## src/rtl/fetch_pkg.sv

```systemverilog
// rtl/fetch_pkg.sv - shared types and constants for the instruction fetch stage
//
// Purpose: FSM state encoding, datapath widths and fetch constants used by
//          instr_fetch_unit and fetch_out_reg.
// Contents: fetch_state_e (BOOT, RUN, FAULT), INSTR_W, PC_INCR, NOP.
package fetch_pkg;

    typedef enum logic [1:0] {
        BOOT  = 2'd0,
        RUN   = 2'd1,
        FAULT = 2'd2
    } fetch_state_e;

    localparam int          INSTR_W = 32;
    localparam logic [31:0] PC_INCR = 32'd4;
    // Canonical ADDI x0,x0,0; reserved for bubble insertion downstream.
    localparam logic [31:0] NOP     = 32'h0000_0013;

endpackage

```

## src/rtl/fetch_out_reg.sv

```systemverilog
// rtl/fetch_out_reg.sv - valid/ready output register between fetch and decode
//
// Purpose: holds one fetched instruction with its pc and pc+4 until decode
//          accepts it; flush drops the held entry and blocks capture.
// Ports:
//   clk, reset            rising-edge clock, async active-high reset
//   load_i                capture instr_i/pc_i/pc_plus4_i this cycle
//   flush_i               invalidate the held entry (wins over load_i)
//   ready_i               downstream accepts the held entry this cycle
//   instr_i, pc_i, pc_plus4_i  entry to capture
//   valid_o, instr_o, pc_o, pc_plus4_o  held entry
module fetch_out_reg
    import fetch_pkg::*;
(
    input  logic               clk,
    input  logic               reset,
    input  logic               load_i,
    input  logic               flush_i,
    input  logic               ready_i,
    input  logic [INSTR_W-1:0] instr_i,
    input  logic [31:0]        pc_i,
    input  logic [31:0]        pc_plus4_i,
    output logic               valid_o,
    output logic [INSTR_W-1:0] instr_o,
    output logic [31:0]        pc_o,
    output logic [31:0]        pc_plus4_o
);

    logic               valid_q;
    logic [INSTR_W-1:0] instr_q;
    logic [31:0]        pc_q;
    logic [31:0]        pc_plus4_q;

    always_ff @(posedge clk or posedge reset) begin
        if (reset) begin
            valid_q    <= 1'b0;
            instr_q    <= '0;
            pc_q       <= '0;
            pc_plus4_q <= '0;
        end else if (flush_i) begin
            valid_q <= 1'b0;
        end else if (load_i) begin
            valid_q    <= 1'b1;
            instr_q    <= instr_i;
            pc_q       <= pc_i;
            pc_plus4_q <= pc_plus4_i;
        end else if (ready_i) begin
            // Entry consumed with nothing new behind it.
            valid_q <= 1'b0;
        end
    end

    assign valid_o    = valid_q;
    assign instr_o    = instr_q;
    assign pc_o       = pc_q;
    assign pc_plus4_o = pc_plus4_q;

endmodule

```

## src/rtl/instr_fetch_unit.sv

```systemverilog
// rtl/instr_fetch_unit.sv - program counter and fetch stage feeding decode
//
// Purpose: holds the PC, addresses the combinational instruction memory,
//          registers fetched words toward decode with valid/ready, applies
//          redirects and flags out-of-range or misaligned PCs.
// Ports:
//   clk, reset           rising-edge clock, async active-high reset
//   imem_addr            word address {2'b00, pc[31:2]}
//   imem_data            combinational read data for imem_addr
//   redirect_valid/_pc   branch/jump target load, flushes output
//   id_ready             decode accepts id_* this cycle
//   id_valid, id_instr, id_pc, id_pc_plus4   fetched instruction to decode
//   fault                sticky bad-PC indication
module instr_fetch_unit
    import fetch_pkg::*;
#(
    parameter logic [31:0] RESET_PC   = 32'h0,
    parameter int          IMEM_DEPTH = 64
) (
    input  logic               clk,
    input  logic               reset,
    output logic [31:0]        imem_addr,
    input  logic [INSTR_W-1:0] imem_data,
    input  logic               redirect_valid,
    input  logic [31:0]        redirect_pc,
    input  logic               id_ready,
    output logic               id_valid,
    output logic [INSTR_W-1:0] id_instr,
    output logic [31:0]        id_pc,
    output logic [31:0]        id_pc_plus4,
    output logic               fault
);

    fetch_state_e state_q, state_d;
    logic [31:0]  pc_q, pc_d;
    logic         fault_q, fault_d;
    logic         load, flush;
    logic [31:0]  pc_plus4;

    function automatic logic pc_ok(input logic [31:0] p);
        return (p[1:0] == 2'b00) && ({2'b00, p[31:2]} < 32'(IMEM_DEPTH));
    endfunction

    assign pc_plus4 = pc_q + PC_INCR;

    always_ff @(posedge clk or posedge reset) begin
        if (reset) begin
            state_q <= BOOT;
            pc_q    <= RESET_PC;
            fault_q <= 1'b0;
        end else begin
            state_q <= state_d;
            pc_q    <= pc_d;
            fault_q <= fault_d;
        end
    end

    always_comb begin
        state_d = state_q;
        pc_d    = pc_q;
        fault_d = fault_q;
        load    = 1'b0;
        flush   = 1'b0;
        case (state_q)
            BOOT: begin
                // Memory is initialising this cycle, so nothing is fetched.
                state_d = RUN;
                if (redirect_valid) begin
                    pc_d  = redirect_pc;
                    flush = 1'b1;
                end
            end
            RUN: begin
                if (redirect_valid) begin
                    pc_d  = redirect_pc;
                    flush = 1'b1;
                end else if (!pc_ok(pc_q)) begin
                    // Output register keeps draining via id_ready.
                    state_d = FAULT;
                    fault_d = 1'b1;
                end else if (!id_valid || id_ready) begin
                    load = 1'b1;
                    pc_d = pc_plus4;
                end
            end
            FAULT: begin
                if (redirect_valid) begin
                    pc_d  = redirect_pc;
                    flush = 1'b1;
                    if (pc_ok(redirect_pc)) begin
                        state_d = RUN;
                        fault_d = 1'b0;
                    end
                end
            end
            default: state_d = BOOT;
        endcase
    end

    fetch_out_reg u_out (
        .clk        (clk),
        .reset      (reset),
        .load_i     (load),
        .flush_i    (flush),
        .ready_i    (id_ready),
        .instr_i    (imem_data),
        .pc_i       (pc_q),
        .pc_plus4_i (pc_plus4),
        .valid_o    (id_valid),
        .instr_o    (id_instr),
        .pc_o       (id_pc),
        .pc_plus4_o (id_pc_plus4)
    );

    assign imem_addr = {2'b00, pc_q[31:2]};
    assign fault     = fault_q;

endmodule

```

## config.mk

```make
export PLATFORM = sky130hd
export DESIGN_NAME = instr_fetch_unit
export DESIGN_NICKNAME = d
export VERILOG_FILES = /design/src/rtl/fetch_pkg.sv /design/src/rtl/fetch_out_reg.sv /design/src/rtl/instr_fetch_unit.sv
export SDC_FILE = /design/constraint.sdc
export NUM_CORES = 1
export LEC_CHECK = 0
export ABC_AREA = 1
export BUFFER_PORTS_ARGS = -buffer_cell sky130_fd_sc_hd__buf_2
export CORE_ASPECT_RATIO = 1.5
export CORE_UTILIZATION = 40
export CTS_CLUSTER_SIZE = 28
export DETAILED_ROUTE_END_ITERATION = 8
export MAX_ROUTING_LAYER = met4
export PLACE_DENSITY = 0.65
export SLEW_MARGIN = 20
export SYNTH_ARGS = -nofsm -noshare
export SYNTH_HDL_FRONTEND = slang
export SYNTH_SLANG_ARGS = --single-unit
```

## constraint.sdc

```tcl
create_clock -name clk -period 5.82 [get_ports clk]
set_clock_uncertainty 0.15 [all_clocks]
set_input_delay 1.455 -clock clk [delete_from_list [all_inputs] [get_ports clk]]
set_output_delay 1.455 -clock clk [all_outputs]
set_load 0.05 [all_outputs]
```

==> summary.txt <==
Outcome
  • Status: finished clean

Pwr
  • Flop pwr share: 35.8%
  • Lkg Pwr: 4.408 nW
  • Comb power frac: 32.6%
  • Clock power frac: 31.6%
  • Internal cell power: 1.991 mW
  • PD cells: 439.9 mW/mm^2
  • VDD IR-drop max: 264.4 uV
  • Sw power: 1.458 mW
  • Sw frac: 42.27%

Global routing
  • First-pass GRT wire length: 26.48 mm
  • Vias in the first global route: 5298
  • Total GRT Usage: 22.62%
  • Largest net degree at the start of global routing: 57
  • GR Overflow Total: 0
  • Initial antenna violation count: 0

Floorplan
  • Ports: 198
  • Chip Width: 103.0 um
  • Die H: 153.6 um
  • Rows: 55
  • Die area: 0.01582 mm^2
  • Initial core utilization: 40.83%
  • Core box area: 0.01500 mm^2

STA
  • Tcrit/Tclk final: 56.93%
  • Worst rel slew slack: 37.64%
  • Setup_tns: 0 ns
  • Max Clock Freq: 301.8 MHz
  • Minimum clock period: 3.313 ns
  • RSZ-0062 raised after global routing: false
  • Worst setup margin: 2.507 ns
  • Final Max Slew Viols: 0
  • Worst-Margin Slew: 0.9354 ns
  • Final Hold Fails: 0
  • Finish-stage setup viols: 0

Drt
  • Drt pass-1 iters: 5
  • # DRC: 0
  • Final wirelength: 16.79 mm
  • Iter 0 DRT Violations: 216
  • Antenna Nets Post-Route: 0
  • Drt wl/cell: 13.73 um
  • DR vias/cell: 4.599
  • Via count: 5625

Yosys
  • Area contributors post-synth: dfrtp_1, nand2_1, nor2_1
  • Syn Inst Count: 818
  • Post-synth top area share: 53.10%
  • Flops & latches, synth: 130
  • Post-synth EDFFs: 0
  • Synthesized area: 0.006126 mm^2
  • Yosys cell types: 24
  • Post-synthesis async set-or-reset flop share: 100.0%
  • Synth warn: 0
  • Most frequent cell after synthesis: nand2_1
  • Synth top cells by count: nand2_1, dfrtp_1, nor2_1
  • Ys flop type: dfrtp_1
  • Post-Syn Area per Cell: 7.489 um^2
  • Synth area leader: dfrtp_1
  • Register area share after synthesis: 53.10%

Layout
  • Cell area after layout: 0.007841 mm^2
  • Area Growth Syn to Fin: 28.00%
  • ANT cells: 0
  • Fill cells: 1565
  • Nets: 1080
  • Share of cells above drive strength 1: 24.22%

Worst setup path
  • Worst path max stage delay: 0.59 ns
  • Critical-path cell list: buf_2 -> nor2_2 -> buf_4 -> inv_2 -> nor2_1 -> o21ai_1 -> nand2_1 -> nand2_1 -> o21ai_0
  • Worst Path Required: 5.98 ns
  • CP startpoint: redirect_valid
  • CP max-delay cell: nand2_1
  • WP buf/inv: 3
  • CP endpoint kind: register
  • CP arrival: 3.48 ns
  • Startpoint types: input pin
  • Crit-path max FO: 35
  • CP most frequent cell: nand2_1
  • Worst r2r src: pc_q[16]
  • WS Path Type: input pin to register
  • CP delay by family, top: simple AND/OR/NAND/NOR gates

Placement
  • Pre-CTS setup slack: 2.039 ns
  • Port Buffers: 195
  • DP Area: 0.007233 mm^2
  • DP Wirelength: 12.40 mm
  • Gpl congestion: 0.9018

Clocking
  • Cts bufs inserted: 17
  • CTS root buf: clkbuf_16
  • Clock transition at the registers of the reported paths: 0.06 ns
  • TritonCTS Sinks: 130
  • Clk Latency, worst-skew pair: 0.41 ns
  • CTS Buffer Depth: 2
  • Post_cts resized: 0
  • H-tree depth: 4
  • Hold_buf cts: 0
  • Postcts setup bufs: 0
  • CTS tree: built

Worst hold path
  • Hold crit path type: register to register
  • Hold_sp: u_out.pc_plus4_o[6]

Job
  • Number of max-cap violations: 0
## state kept, by name, indices dropped and copies added, names as in the netlist
| name | cells |
|---|---|
| pc_q | 32 |
| fault | 1 |
| state_q | 2 |
| u_out.pc_plus4_o | 30 |
| u_out.instr_o | 32 |
| u_out.pc_o | 32 |
| u_out.valid_o | 1 |
## path summary, 6_finish.rpt
| kind | to | slack [ns] | depth (start not counted) |
|---|---|---|---|
| setup / recovery | pc_q[12] | 2.51 | 9 |
| hold / removal | u_out.pc_plus4_o[6] | 0.32 | 2 |
| setup reg to reg | u_out.instr_o[0] | 3.13 | 10 |
| hold reg to reg | u_out.pc_plus4_o[6] | 0.32 | 2 |
| max in group asynchronous | u_out.pc_o[29] | 3.57 | 3 |
| min in group asynchronous | u_out.pc_plus4_o[24] | 0.92 | 2 |
## final cells by class
cell class | count | area (um^2) | share of cell area [%]
inverters | 103 | 389.1 | 4.962
well taps | 199 | 249.0 | 3.175
clock buffers | 19 | 432.9 | 5.521
repair buffers | 201 | 1021 | 13.02
flip-flops and latches | 130 | 3253 | 41.49
clock inverters | 13 | 175.2 | 2.234
multi-input cells | 558 | 2321 | 29.60
## worst min-delay path, cell delays in order, from the launching register on
cell and delay (ns):
dfrtp_1 0.34, nand2_1 0.05, nand2_1 0.05
## layer usage
metal,up-vias,wire length [um],track usage (%)
li1,2859,-,-
met3,31,825,3.864
met5,-,0,-
met1,2568,6704,25.36
met2,167,8730,38.35
met4,0,533,10.87
## cell families (layout without fill, tap and decap cells)
group | count (synthesis) | count (layout) | share of synthesized area (%)
buffers and inverters | 131 | 336 | 9.069
XOR/XNOR | 6 | 6 | 0.8578
flip-flops | 130 | 130 | 53.10
adder cells (fa/ha/maj) | 1 | 1 | 0.2042
other | 1 | 2 | 0.06122
AND/OR/NAND/NOR | 515 | 515 | 33.93
AO/OA/AOI/OAI | 34 | 34 | 2.778
## placed cells by master (no fill, tap or decap), drive strengths merged
master    synthesis  layout
nand4             6       6
or2              11      11
clkbuf           10      19
nand2           312     312
clkinvlp          0       1
clkinv            0       5
xor2              5       5
nor2            122     122
nand3            59      59
nand3b            3       3
conb              1       2
buf              18     201
dfrtp           130     130
nor3              2       2
xnor2             1       1
ha                1       1
inv             103     107
bufinv            0       3
o21ai            34      34
## power groups by stage
stage	combinational, mW	sequential [mW]	clock, mW
2_1_floorplan	0.534	1.54	0
3_3_place_gp	1.12	1.25	0
3_5_place_dp	1.13	1.25	0
4_1_cts	1.14	1.23	1.11
5_1_grt	1.25	1.26	1.16
6_report	1.12	1.23	1.09
## through the flow
step / std cells / util [%] / hold WS [ns] / total power, mW
floorplan: 819 / - / 0.2955 / 2.072
global placement: 1191 / 48.22 / 0.3069 / 2.365
detailed placement: 1191 / 48.22 / 0.3094 / 2.383
CTS: 1223 / 52.27 / 0.3267 / 3.481
global route: 1223 / 52.27 / 0.3437 / 3.661
finish: 1223 / 52.27 / 0.3215 / 3.449
No activity file was read; power rests on OpenSTA's default activity.
